[src/rtl/maze_mem_arbiter.sv]
// Serialises host and rat accesses onto the single-port maze RAM.
// Round-robin between the two requesters; h_lock keeps the rat out while it is high.
module maze_mem_arbiter #(
  parameter int N = 4
) (
  input  logic           CLK,
  input  logic           RST,
  input  logic           h_req,
  input  logic           h_wr,
  input  logic [N-1:0]   h_x,
  input  logic [N-1:0]   h_y,
  input  logic           h_din,
  input  logic           h_lock,
  output logic           h_ack,
  output logic           h_dout,
  input  logic           r_req,
  input  logic [N-1:0]   r_x,
  input  logic [N-1:0]   r_y,
  output logic           r_ack,
  output logic           r_dout,
  output logic [2*N-1:0] m_addr,
  output logic           m_rd,
  output logic           m_wr,
  output logic           m_din,
  input  logic           m_dout,
  output logic           busy
);

  typedef enum logic [1:0] {IDLE, ACCESS, CAPTURE, ACK} state_t;

  state_t         state_q, state_d;
  logic           owner_q, owner_d;   // 1 = rat owns the current access
  logic           last_q, last_d;     // 1 = rat received the most recent grant
  logic           wr_q, wr_d;
  logic [2*N-1:0] addr_q, addr_d;
  logic           din_q, din_d;
  logic           h_dout_q, h_dout_d;
  logic           r_dout_q, r_dout_d;
  logic           r_elig, grant_rat;

  always_comb begin
    state_d  = state_q;
    owner_d  = owner_q;
    last_d   = last_q;
    wr_d     = wr_q;
    addr_d   = addr_q;
    din_d    = din_q;
    h_dout_d = h_dout_q;
    r_dout_d = r_dout_q;
    m_rd     = 1'b0;
    m_wr     = 1'b0;
    h_ack    = 1'b0;
    r_ack    = 1'b0;
    r_elig   = r_req & ~h_lock;
    // On a tie the rat wins only if the host had the previous grant.
    grant_rat = r_elig & (~h_req | ~last_q);

    case (state_q)
      IDLE: begin
        if (h_req || r_elig) begin
          owner_d = grant_rat;
          last_d  = grant_rat;
          addr_d  = grant_rat ? {r_y, r_x} : {h_y, h_x};
          din_d   = grant_rat ? 1'b0 : h_din;
          wr_d    = grant_rat ? 1'b0 : h_wr;
          state_d = ACCESS;
        end
      end
      ACCESS: begin
        m_rd    = ~wr_q;
        m_wr    = wr_q;
        state_d = CAPTURE;
      end
      CAPTURE: begin
        if (!wr_q) begin
          if (owner_q) r_dout_d = m_dout;
          else         h_dout_d = m_dout;
        end
        state_d = ACK;
      end
      ACK: begin
        h_ack   = ~owner_q;
        r_ack   = owner_q;
        state_d = IDLE;
      end
      default: state_d = IDLE;
    endcase
  end

  always_ff @(posedge CLK) begin
    if (RST) begin
      state_q  <= IDLE;
      owner_q  <= 1'b0;
      last_q   <= 1'b1;
      wr_q     <= 1'b0;
      addr_q   <= '0;
      din_q    <= 1'b0;
      h_dout_q <= 1'b0;
      r_dout_q <= 1'b0;
    end else begin
      state_q  <= state_d;
      owner_q  <= owner_d;
      last_q   <= last_d;
      wr_q     <= wr_d;
      addr_q   <= addr_d;
      din_q    <= din_d;
      h_dout_q <= h_dout_d;
      r_dout_q <= r_dout_d;
    end
  end

  assign m_addr = addr_q;
  assign m_din  = din_q;
  assign h_dout = h_dout_q;
  assign r_dout = r_dout_q;
  assign busy   = (state_q != IDLE);

endmodule

[config.mk]
export PLATFORM = sky130hd
export DESIGN_NAME = maze_mem_arbiter
export DESIGN_NICKNAME = d
export VERILOG_FILES = /design/src/rtl/maze_mem_arbiter.sv
export SDC_FILE = /design/constraint.sdc
export NUM_CORES = 1
export LEC_CHECK = 0
export BUFFER_PORTS_ARGS = -buffer_cell sky130_fd_sc_hd__buf_2
export CORE_ASPECT_RATIO = 1.2
export CORE_UTILIZATION = 40
export DETAILED_ROUTE_END_ITERATION = 6
export PLACE_DENSITY = 0.76
export SYNTH_ARGS = -nofsm -noshare
export SYNTH_HDL_FRONTEND = slang
export SYNTH_SLANG_ARGS = --single-unit
[constraint.sdc]
create_clock -name CLK -period 1.4 [get_ports CLK]
set_input_delay 0 -clock CLK [delete_from_list [all_inputs] [get_ports CLK]]
set_output_delay 0 -clock CLK [all_outputs]
set_load 0.005 [all_outputs]
==> results of run 1 <==
==> critical path: stages (launching register included) <==
cell     delay (ns)
dfxtp_1        0.32
inv_1          0.10
ha_4           0.17
inv_2          0.04
or3_4          0.40
mux2i_1        0.15
nor2_1         0.05
==> routing by layer <==
metal  GRT usage [%]  vias to the layer above  wire [microns]
li1                -                      420               -
met2            32.8                       34            1040
met5               0                        -               0
met4            3.03                        0              14
met3            2.76                        3             116
met1            18.5                      374             762
==> power groups by stage <==
stage,logic [mW],registers [mW],clock network [mW]
after global routing,1.01,0.666,0.331
after CTS,0.884,0.646,0.308
after detailed placement,0.859,0.654,0
final,0.904,0.650,0.310
after floorplan,0.564,0.667,0
after global placement,0.826,0.649,0
==> layout by cell type, fill, tap and decap left out, drive strengths merged <==
cell type	n
clkbuf	4
and2	3
a22oi	1
a221o	1
nor2b	3
inv	3
a311oi	8
buf	44
dfxtp	16
a21oi	2
nand3	2
ha	5
or3	1
o21ai	1
dlygate4sd3	10
nor2	14
mux2i	3
nand3b	1
nand2	20
nor3b	1
a211oi	1
o21a	1
==> repair_timing <==
item / 4_1_cts / 5_1_grt
hold buffers: 8 / 2
endpoints found under the hold margin: 7 / 1
resized for setup: 1 / 3
setup endpoints to repair: 5 / 12
==> state kept, by name, summed over array words and instances (netlist names) <==
| register | count |
|---|---|
| h_dout | 1 |
| last_q | 1 |
| m_addr | 8 |
| m_din | 1 |
| owner_q | 1 |
| r_dout | 1 |
| state_q | 2 |
| wr_q | 1 |
==> layout make-up <==
type / count / area [sq um]
Multi-Input combinational cell: 68 / 494
Tap cell: 30 / 37.5
Timing Repair Buffer: 54 / 345
Clock buffer: 4 / 36.3
Fill cell: 167 / 805
Sequential cell: 16 / 320
Inverter: 3 / 11.3
==> worst max path at each step <==
stage / from / endpoint / slack, ns / depth (start not counted)
final: state_q[1]$_SDFFE_PP0P_ / state_q[1]$_SDFFE_PP0P_ / 0.07 / 6
after floorplan: state_q[0]$_SDFFE_PP0P_ / state_q[1]$_SDFFE_PP0P_ / 0.02 / 6
after global placement: state_q[0]$_SDFFE_PP0P_ / state_q[1]$_SDFFE_PP0P_ / 0.05 / 6
after CTS: state_q[0]$_SDFFE_PP0P_ / state_q[1]$_SDFFE_PP0P_ / 0.01 / 6
after global routing: state_q[1]$_SDFFE_PP0P_ / state_q[1]$_SDFFE_PP0P_ / -0.006 / 6
after detailed placement: state_q[0]$_SDFFE_PP0P_ / state_q[1]$_SDFFE_PP0P_ / -0.001 / 6
==> stage by stage <==
step | total power, mW | worst slack [ns] | util [%] | instances
floorplan | 1.23 | 0.0233 | - | 91
global placement | 1.47 | 0.0470 | 53.2 | 161
detailed placement | 1.51 | -0.00128 | 53.2 | 161
CTS | 1.84 | 0.0148 | 59.0 | 173
global route | 2.00 | -0.00577 | 60.7 | 175
finish | 1.86 | 0.0750 | 60.7 | 175
==> cells by family after synthesis <==
family	after synthesis	share of synthesized area, %
buffers and inverters	7	7.14
AND/OR/NAND/NOR	45	24.6
AO/OA/AOI/OAI	15	20.1
flip-flops	16	37.3
adder cells (fa/ha/maj)	5	7.29
multiplexers	3	3.50
==> tab_implementation.tex, run 1 <==
\begin{tabular}{lr}
\hline
Metric & Value \\
\hline
\multicolumn{2}{l}{\textbf{STA}} \\
Max-slew violation count & 0 \\
Final hold violation count & 1 \\
Final min period & 1.33 ns \\
F\_max & 755 MHz \\
Worst Tran Pin Value & 0.441 ns \\
Clk\_skew & 0.00972 ns \\
Final critical-path share of the clock period & 94.6\% \\
Tightest slew margin relative to the limit & 70.3\% \\
Setup TNS Final & 0 ns \\
Number of setup violations in the final report & 0 \\
Worst hold margin & -0.00464 ns \\
\multicolumn{2}{l}{\textbf{GRT}} \\
All-Layer GR Usage & 16.8\% \\
Largest net degree at the start of global routing & 19 \\
Initial antenna violation count & 0 \\
Remaining global-route overflow & 0 \\
Number of global-route vias before repair & 754 \\
Wire length of the first global-routing pass & 2970 microns \\
\multicolumn{2}{l}{\textbf{Worst hold path}} \\
Number of cells on the worst hold path & 3 \\
Hold Startpoint & r\_x[3] \\
End point of the most critical hold path & m\_addr[3]\$\_SDFFE\_PP0P\_ \\
Hold crit path type & in2reg \\
\multicolumn{2}{l}{\textbf{Synthesis}} \\
Number of storage elements in the synthesis netlist & 16 \\
Post-synth EDFFs & 0 \\
Gate count after technology mapping & 91 \\
Share of synthesized flip-flops with an asynchronous set or reset & 0\% \\
Most area-hungry cell type in the Yosys netlist & dfxtp\_1 \\
Synthesized netlist net count & 120 \\
Synth area leaders & dfxtp\_1, a311oi\_2, nand2\_1 \\
Synth unique cells & 25 \\
Post-synth top area share & 37.3\% \\
Average size of a mapped cell & 9.43 sq um \\
Most frequent cell after synthesis & nand2\_1 \\
Synth cell count leaders & nand2\_1, dfxtp\_1, nor2\_1, a311oi\_2, ha\_1 \\
Total of warnings raised by yosys & 0 \\
Sequential cell area fraction in the yosys report & 37.3\% \\
Predominant post-synthesis flop cell & dfxtp\_1 \\
Post-Syn Area & 858 sq um \\
\multicolumn{2}{l}{\textbf{Clocking}} \\
Clock root cell & clkbuf\_4 \\
Post-CTS Setup Inserts & 0 \\
Number of buffers on the longest clock path & 2 \\
TritonCTS buffer count & 3 \\
Clock latency on the worst-skew pair & 0.29 ns \\
Clock slew seen by the registers of the worst setup and hold paths & 0.10 ns \\
Total number of clock tree sinks & 16 \\
Clock tree from TritonCTS & built \\
CTS H-tree depth & 1 \\
\multicolumn{2}{l}{\textbf{Setup path}} \\
Crit Path Category & reg2reg \\
Flop2flop setup slack & 0.07 ns \\
Worst reg2reg endpoint & state\_q[1]\$\_SDFFE\_PP0P\_ \\
Worst Setup Start Kind & register \\
Worst EP arrival & 1.51 ns \\
Worst reg2reg path depth & 6 \\
Endpoint type of the worst setup path & register \\
Worst endpoint required time & 1.59 ns \\
Max Fanout on Critical Path & 5 \\
R2R Path Start & state\_q[1]\$\_SDFFE\_PP0P\_ \\
\multicolumn{2}{l}{\textbf{Power}} \\
Part of the power in the clock network & 16.6\% \\
Pwr per Cell Area & 1500 nW/um\^{}2 \\
Combinational group share of total power & 48.5\% \\
Design internal power & 1.21 mW \\
NetSw & 0.656 mW \\
Maximum resistive drop on vdd & 0.000982 V \\
Power share of the sequential group & 34.9\% \\
Switching share of total power & 35.2\% \\
Leak pwr & 0.594 nW \\
\multicolumn{2}{l}{\textbf{Drt}} \\
Via density per instance & 4.75 \\
Detailed-route via count & 831 \\
Sum of routed wire length over all layers & 1930 microns \\
Number of design-rule violations left by the first detailed-router iteration & 14 \\
Final routed DRC violation total & 0 \\
Remaining number of nets flagged by the antenna check after routing & 0 \\
Routed wire per std cell & 11.0 microns \\
First-pass DRT Iterations & 4 \\
\multicolumn{2}{l}{\textbf{Die}} \\
Placeable core region & 2050 sq um \\
FP Rows & 18 \\
Effective utilization at floorplan & 41.9\% \\
DIE AREA & 2340 sq um \\
Die X & 44.3 microns \\
Die outline height & 52.7 microns \\
Number of primary I/O pins & 40 \\
\multicolumn{2}{l}{\textbf{Final layout}} \\
Final Net Count & 175 \\
N\_diodes & 0 \\
Ratio of cells with drive above 1 in the final layout & 44.1\% \\
Post-route cell area & 1240 sq um \\
Layout-stage area growth over the synthesis result & 45.0\% \\
\multicolumn{2}{l}{\textbf{Run}} \\
Max-cap violations & 0 \\
\multicolumn{2}{l}{\textbf{Place}} \\
Area of placed instances & 1090 sq um \\
Routability Congestion & 0.665 \\
DPL Wire Length & 1380 microns \\
Port Buffers & 39 \\
\multicolumn{2}{l}{\textbf{Run status}} \\
Result of the run & complete, but fails checks \\
Violations in the final reports & negative hold slack \\
\hline
\end{tabular}
No activity file was read; power rests on OpenSTA's default activity.
==> inputs of run 2 (changes only) <==
Settings changed: ABC_AREA set to 1, CORE_UTILIZATION 40 to 42, PLACE_DENSITY 0.76 to 0.78.
==> tab_implementation.tex, run 2 <==
\begin{tabular}{lr}
\hline
Metric & Value \\
\hline
\multicolumn{2}{l}{\textbf{Run status}} \\
Result of the run & completed \\
\multicolumn{2}{l}{\textbf{Power}} \\
Maximum resistive drop on vdd & 0.000768 V (-22\%) \\
Combinational group share of total power & 49.8\% (+1.3 points) \\
NetSw & 0.754 mW (+15\%) \\
Leak pwr & 0.718 nW (+21\%) \\
Design internal power & 1.08 mW (-11\%) \\
Overall power & 1.83 mW (-1.8\%) \\
Switching share of total power & 41.1\% (+5.9 points) \\
Part of the power in the clock network & 13.3\% (-3.3 points) \\
Pwr per Cell Area & 1510 nW/um\^{}2 (+0.89\%) \\
Power share of the sequential group & 36.9\% (+2.0 points) \\
\multicolumn{2}{l}{\textbf{Synthesis}} \\
Share of synthesized flip-flops with an asynchronous set or reset & 0\% (unchanged) \\
Average size of a mapped cell & 6.36 sq um (-33\%) \\
Predominant post-synthesis flop cell & dfxtp\_1 \\
Synth cell count leaders & nand2\_1, inv\_1, nor2\_1, dfxtp\_1, a21oi\_1 \\
Gate count after technology mapping & 147 (+62\%) \\
Post-Syn Area & 935 sq um (+8.9\%) \\
Most frequent cell after synthesis & nand2\_1 \\
Synth area leaders & dfxtp\_1, nand2\_1, inv\_1 \\
Total of warnings raised by yosys & 0 (unchanged) \\
Post-synth top area share & 34.3\% (-3.0 points) \\
Sequential cell area fraction in the yosys report & 34.3\% (-3.0 points) \\
Most area-hungry cell type in the Yosys netlist & dfxtp\_1 \\
Post-synth EDFFs & 0 (unchanged) \\
Synth unique cells & 15 (-40\%) \\
Synthesized netlist net count & 176 (+47\%) \\
Number of storage elements in the synthesis netlist & 16 (unchanged) \\
\multicolumn{2}{l}{\textbf{Worst hold path}} \\
Hold crit path type & in2reg \\
\multicolumn{2}{l}{\textbf{Final layout}} \\
Layout-stage area growth over the synthesis result & 29.7\% \\
Commonest cells after routing, fill and taps aside & nand2\_1, buf\_2, inv\_1, nor2\_1, dfxtp\_1 \\
Leading cell type in the layout, fill and taps excluded & nand2\_1 \\
Ratio of cells with drive above 1 in the final layout & 26.7\% (-17 points) \\
Post-route cell area & 1210 sq um (-2.6\%) \\
N\_diodes & 0 (unchanged) \\
Max FFs per register & 8 (unchanged) \\
Fin cells & 221 (+26\%) \\
Final Net Count & 222 (+27\%) \\
\multicolumn{2}{l}{\textbf{Setup path}} \\
Worst Setup Start Kind & register \\
Worst endpoint required time & 1.59 ns (about the same) \\
Max Fanout on Critical Path & 6 (+1) \\
Endpoint type of the worst setup path & register \\
Crit Path Category & reg2reg \\
Worst EP arrival & 1.45 ns (-0.06 ns) \\
\multicolumn{2}{l}{\textbf{Place}} \\
Routability Congestion & 0.715 (+7.5\%) \\
Port Buffers & 39 (unchanged) \\
Dpl ws & -0.0150 ns (-0.0137 ns) \\
Placed Cells incl. Taps & 214 (+33\%) \\
DPL Wire Length & 1460 microns (+6.2\%) \\
Area of placed instances & 1140 sq um (+4.4\%) \\
\multicolumn{2}{l}{\textbf{Clocking}} \\
Post-CTS Setup Inserts & 0 (unchanged) \\
Clock latency on the worst-skew pair & 0.29 ns (about the same) \\
CTS H-tree depth & 1 (unchanged) \\
Total number of clock tree sinks & 16 (unchanged) \\
Number of buffers on the longest clock path & 2 (unchanged) \\
Clock slew seen by the registers of the worst setup and hold paths & 0.09 ns (about the same) \\
TritonCTS buffer count & 3 (unchanged) \\
Clock root cell & clkbuf\_4 \\
Clock tree from TritonCTS & built \\
\multicolumn{2}{l}{\textbf{Drt}} \\
Detailed-route via count & 997 (+20\%) \\
First-pass DRT Iterations & 6 (+2) \\
Routed wire per std cell & 8.85 microns (-20\%) \\
Number of design-rule violations left by the first detailed-router iteration & 16 (+2) \\
Sum of routed wire length over all layers & 1960 microns (+1.3\%) \\
Final routed DRC violation total & 0 (unchanged) \\
Via density per instance & 4.51 (-5.0\%) \\
Remaining number of nets flagged by the antenna check after routing & 0 (unchanged) \\
\multicolumn{2}{l}{\textbf{STA}} \\
Tightest slew margin relative to the limit & 77.3\% (+7.0 points) \\
Clk\_skew & 0.00350 ns (-0.00622 ns) \\
Final min period & 1.26 ns (-0.0621 ns) \\
Worst Tran Pin Value & 0.341 ns (-0.100 ns) \\
Number of setup violations in the final report & 0 (unchanged) \\
Final hold violation count & 0 (-1) \\
Final worst setup slack & 0.137 ns (+0.0621 ns) \\
Max-slew violation count & 0 (unchanged) \\
F\_max & 792 MHz (+4.9\%) \\
Final critical-path share of the clock period & 90.2\% (-4.4 points) \\
\multicolumn{2}{l}{\textbf{Die}} \\
Die outline height & 53.7 microns (+1.8\%) \\
Die X & 45.1 microns (+1.8\%) \\
DIE AREA & 2420 sq um (+3.6\%) \\
Effective utilization at floorplan & 45.1\% (+3.2 points) \\
Placeable core region & 2070 sq um (+1.1\%) \\
Number of primary I/O pins & 40 (unchanged) \\
FP Rows & 18 (unchanged) \\
\multicolumn{2}{l}{\textbf{GRT}} \\
Initial antenna violation count & 0 (unchanged) \\
Largest net degree at the start of global routing & 19 (unchanged) \\
All-Layer GR Usage & 17.4\% (+0.64 points) \\
Number of global-route vias before repair & 811 (+7.6\%) \\
Remaining global-route overflow & 0 (unchanged) \\
Wire length of the first global-routing pass & 3130 microns (+5.6\%) \\
\multicolumn{2}{l}{\textbf{Run}} \\
Max-cap violations & 0 (unchanged) \\
\hline
\end{tabular}
-- run 2: cell count changes in the layout (fill, tap and decap cells not counted), moves of 4 or more --
| cell | before | now |
|---|---|---|
| inv_1 | 1 | 28 |
| nand2_1 | 19 | 45 |
| nor2_1 | 14 | 28 |
| a311oi_2 | 8 | 0 |
| dlygate4sd3_1 | 10 | 3 |
| a21oi_1 | 2 | 6 |
| nand4_1 | 0 | 4 |
-- run 2: power groups by stage --
| stage | clock network [mW] | registers [mW] | logic, mW |
|---|---|---|---|
| 2_1_floorplan | 0 | 0.691 | 0.584 |
| 3_3_place_gp | 0 | 0.679 | 0.816 |
| 3_5_place_dp | 0 | 0.682 | 0.854 |
| 4_1_cts | 0.251 | 0.673 | 0.867 |
| 5_1_grt | 0.264 | 0.697 | 1.05 |
| 6_report | 0.243 | 0.677 | 0.912 |
-- run 2: logic make-up (layout without fill, tap and decap cells) --
group | Yosys count | count (layout) | share of synthesized area, %
compound gates | 9 | 10 | 6.02
fa+ha+maj | 5 | 5 | 6.69
buf+inv | 32 | 75 | 15.5
flops | 16 | 16 | 34.3
simple gates | 85 | 85 | 37.5
-- run 2: worst max-delay path: stages, from the launching register on --
cell and delay (ns):
dfxtp_1 0.32, inv_1 0.14, ha_4 0.19, inv_1 0.10
a21oi_2 0.21, nand2_1 0.08, nor2_1 0.09, nor2_1 0.04
-- run 2: repair_timing --
item	CTS	global route
setup endpoints to repair	8	9
hold buffers	3	0
gates resized for setup	1	2
endpoints found under the hold margin	6	0
cloned	0	1
pin swaps	0	0
-- run 2: path summary, 6_finish.rpt --
kind	startpoint	end	slack (ns)	cells after the start
worst min-delay path	h_y[2]	m_addr[6]$_SDFFE_PP0P_	0.009	5
worst max-delay path	state_q[0]$_SDFFE_PP0P_	m_addr[7]$_SDFFE_PP0P_	0.14	7
worst max register to register	state_q[0]$_SDFFE_PP0P_	m_addr[7]$_SDFFE_PP0P_	0.14	7
worst min register to register	h_dout$_SDFFE_PP0P_	h_dout$_SDFFE_PP0P_	0.45	2
-- run 2: through the flow --
stage | TNS, ns | hold WS, ns | utilization (%)
finish | 0 | 0.00856 | 58.5
global route | -0.00468 | 0.0391 | 58.5
CTS | 0 | 0.00820 | 57.6
detailed placement | -0.0270 | 0.243 | 55.0
global placement | 0 | 0.230 | 55.0
floorplan | 0 | 0.0691 | -
-- run 2: layer usage --
layer	up-vias	global-route usage, %	share of wire, %
met5	-	0	0
met4	0	4.55	1.1
met3	3	2.35	5.7
met2	37	31.6	47
met1	427	21.2	46
li1	530	-	-
-- run 2: final cells by class --
| class | instances | area [sq um] |
|---|---|---|
| Fill cell | 211 | 860 |
| Tap cell | 30 | 37.5 |
| Sequential cell | 16 | 320 |
| Inverter | 29 | 109 |
| Multi-Input combinational cell | 100 | 490 |
| Clock buffer | 3 | 22.5 |
| Timing Repair Buffer | 43 | 233 |
==> inputs of run 3 (changes only) <==
Settings changed: SETUP_SLACK_MARGIN set to 0.3.
==> tab_implementation.tex, run 3 (synthesized netlist as in run 2, its figures left out) <==
\begin{tabular}{lr}
\hline
Metric & Value \\
\hline
\multicolumn{2}{l}{\textbf{Setup path}} \\
Max incr delay on CP & 0.39 ns (+0.07 ns) \\
Critical-path cell with the highest stage delay & dfxtp\_2 \\
Worst EP arrival & 1.36 ns (-0.09 ns) \\
R2R Path Start & state\_q[1]\$\_SDFFE\_PP0P\_ \\
Worst Setup EP & state\_q[0]\$\_SDFFE\_PP0P\_ \\
Crit Path Category & reg2reg \\
Max Fanout on Critical Path & 4 (-2) \\
Crit path buffers/inverters & 2 (unchanged) \\
Worst reg2reg endpoint & state\_q[0]\$\_SDFFE\_PP0P\_ \\
Worst Setup Start Kind & register \\
Critical Path Source & state\_q[1]\$\_SDFFE\_PP0P\_ \\
Kind of cell adding the most delay to the critical path & flip-flops \\
Worst reg2reg path depth & 6 (-1) \\
Worst endpoint required time & 1.61 ns (+0.02 ns) \\
CP cell instances & inv\_4, ha\_4, buf\_4, nand3\_1, o21ai\_0, a21oi\_1 \\
Endpoint type of the worst setup path & register \\
Flop2flop setup slack & 0.25 ns (+0.11 ns) \\
Crit path depth & 6 (-1) \\
\multicolumn{2}{l}{\textbf{Final layout}} \\
Final Net Count & 226 (+1.8\%) \\
Reg area & 325 sq um (+1.6\%) \\
Ratio of cells with drive above 1 in the final layout & 29.7\% (+3.0 points) \\
Fin cells & 225 (+1.8\%) \\
N\_diodes & 0 (unchanged) \\
Commonest cells after routing, fill and taps aside & nand2\_1, buf\_2, nor2\_1, inv\_1, dfxtp\_1 \\
FILL cells & 205 (-2.8\%) \\
End-of-flow core utilization & 61.7\% (+3.1 points) \\
Layout-stage area growth over the synthesis result & 36.7\% \\
Multi-input gate area & 508 sq um (+3.6\%) \\
Max FFs per register & 8 (unchanged) \\
Leading cell type in the layout, fill and taps excluded & nand2\_1 \\
\multicolumn{2}{l}{\textbf{Power}} \\
Pwr per Cell Area & 1550 nW/um\^{}2 (+2.7\%) \\
Maximum resistive drop on vdd & 0.000856 V (+11\%) \\
Leak pwr & 0.735 nW (+2.3\%) \\
Overall power & 1.98 mW (+8.2\%) \\
\multicolumn{2}{l}{\textbf{Drt}} \\
Sum of routed wire length over all layers & 2180 microns (+12\%) \\
Final routed DRC violation total & 0 (unchanged) \\
Number of design-rule violations left by the first detailed-router iteration & 10 (-6) \\
Remaining number of nets flagged by the antenna check after routing & 0 (unchanged) \\
Via density per instance & 4.51 (about the same) \\
First-pass DRT Iterations & 4 (-2) \\
Routed wire per std cell & 9.71 microns (+9.7\%) \\
Detailed-route via count & 1015 (+1.8\%) \\
\multicolumn{2}{l}{\textbf{Worst hold path}} \\
Hold crit path type & in2reg \\
Number of cells on the worst hold path & 5 (unchanged) \\
\multicolumn{2}{l}{\textbf{Die}} \\
FP Rows & 18 (unchanged) \\
Effective utilization at floorplan & 45.1\% (unchanged) \\
Die X & 45.1 microns (unchanged) \\
Placeable core region & 2070 sq um (unchanged) \\
Number of primary I/O pins & 40 (unchanged) \\
Die outline height & 53.7 microns (unchanged) \\
DIE AREA & 2420 sq um (unchanged) \\
\multicolumn{2}{l}{\textbf{Clocking}} \\
Clock root cell & clkbuf\_4 \\
TritonCTS buffer count & 3 (unchanged) \\
CTS H-tree depth & 1 (unchanged) \\
Clock slew seen by the registers of the worst setup and hold paths & 0.09 ns (about the same) \\
Total number of clock tree sinks & 16 (unchanged) \\
Clock tree from TritonCTS & built \\
Clock latency on the worst-skew pair & 0.29 ns (about the same) \\
Number of buffers on the longest clock path & 2 (unchanged) \\
\multicolumn{2}{l}{\textbf{STA}} \\
Clk\_skew & 0.00313 ns (-0.000372 ns) \\
Worst Tran Pin Value & 0.344 ns (+0.00324 ns) \\
Setup TNS Final & 0 ns (unchanged) \\
Setup repair after global routing missed its margin & true \\
Final hold violation count & 0 (unchanged) \\
Final min period & 1.15 ns (-0.114 ns) \\
F\_max & 870 MHz (+9.9\%) \\
Max-slew violation count & 0 (unchanged) \\
Tightest slew margin relative to the limit & 77.0\% (-0.22 points) \\
Number of setup violations in the final report & 0 (unchanged) \\
Final critical-path share of the clock period & 82.1\% (-8.1 points) \\
\multicolumn{2}{l}{\textbf{GRT}} \\
Remaining global-route overflow & 0 (unchanged) \\
Largest net degree at the start of global routing & 19 (unchanged) \\
Wire length of the first global-routing pass & 3480 microns (+11\%) \\
All-Layer GR Usage & 19.9\% (+2.5 points) \\
Number of global-route vias before repair & 838 (+3.3\%) \\
Initial antenna violation count & 0 (unchanged) \\
\multicolumn{2}{l}{\textbf{Run}} \\
Max-cap violations & 0 (unchanged) \\
\multicolumn{2}{l}{\textbf{Place}} \\
Placed Cells incl. Taps & 213 (-0.47\%) \\
Port Buffers & 39 (unchanged) \\
DPL Wire Length & 1460 microns (about the same) \\
Routability Congestion & 0.731 (+2.3\%) \\
\multicolumn{2}{l}{\textbf{Run status}} \\
Result of the run & completed \\
\hline
\end{tabular}
[run 3: cell count changes in the layout (fill, tap and decap cells not counted), moves of 2 or more]
cell,delta
inv_1,-2
dlygate4sd3_1,+2
inv_4,+3
dfxtp_1,-2
buf_4,+2
[run 3: repair_timing]
item,4_1_cts,5_1_grt
endpoints found under the setup margin,18,20
gates resized for setup,8,1
hold buffers,5,0
pin swaps,3,3
gates cloned,1,0
hold endpoints to repair,8,0
setup buffers,2,1
[run 3: worst min-delay path by stage]
stage                                   to  slack, ns    from
floorplan             owner_q$_SDFFE_PP0P_       0.07     RST
global placement        m_din$_SDFFE_PP0P_       0.23   h_din
detailed placement      m_din$_SDFFE_PP0P_       0.24   h_din
CTS                 m_addr[5]$_SDFFE_PP0P_     0.0007  h_y[1]
global route        m_addr[5]$_SDFFE_PP0P_       0.02  h_y[1]
finish              m_addr[5]$_SDFFE_PP0P_       0.01  h_y[1]
[run 3: per-layer routing]
metal  up-vias  wire, microns  track usage, %
met5         -              0               0
met4         0             30            11.6
met3         4             82            3.36
met2        31           1150            33.8
met1       444            919            23.1
li1        536              -               -
[run 3: power breakdown]
part / total (mW) / switching [mW] / internal [mW]
registers: 0.706 / 0.0992 / 0.607
logic: 1.03 / 0.577 / 0.452
clock network: 0.247 / 0.147 / 0.0999
total: 1.98 / 0.823 / 1.16
[run 3: layout make-up]
class | instances | share of cell area, %
flip-flops and latches | 16 | 25.5
inverters | 29 | 9.11
repair buffers | 47 | 21.0
well taps | 30 | 2.94
clock buffers | 3 | 1.76
multi-input cells | 100 | 39.8
[run 3: metrics by stage]
step | setup WS (ns) | instance area [sq um] | hold slack, ns
2_1_floorplan | 0.303 | 947 | 0.0691
3_3_place_gp | 0.215 | 1140 | 0.226
3_5_place_dp | 0.169 | 1140 | 0.244
4_1_cts | 0.258 | 1270 | 0.000664
5_1_grt | 0.163 | 1280 | 0.0189
6_report | 0.251 | 1280 | 0.0113
[run 3: worst register-to-register path, delay by kind of cell (launching register included)]
family,cells,cell delay (ns)
DFF,1,0.39
AOI/OAI and AO/OA,2,0.22
adders and majority gates,1,0.17
buffers and inverters,2,0.20
and+or+nand+nor,1,0.10
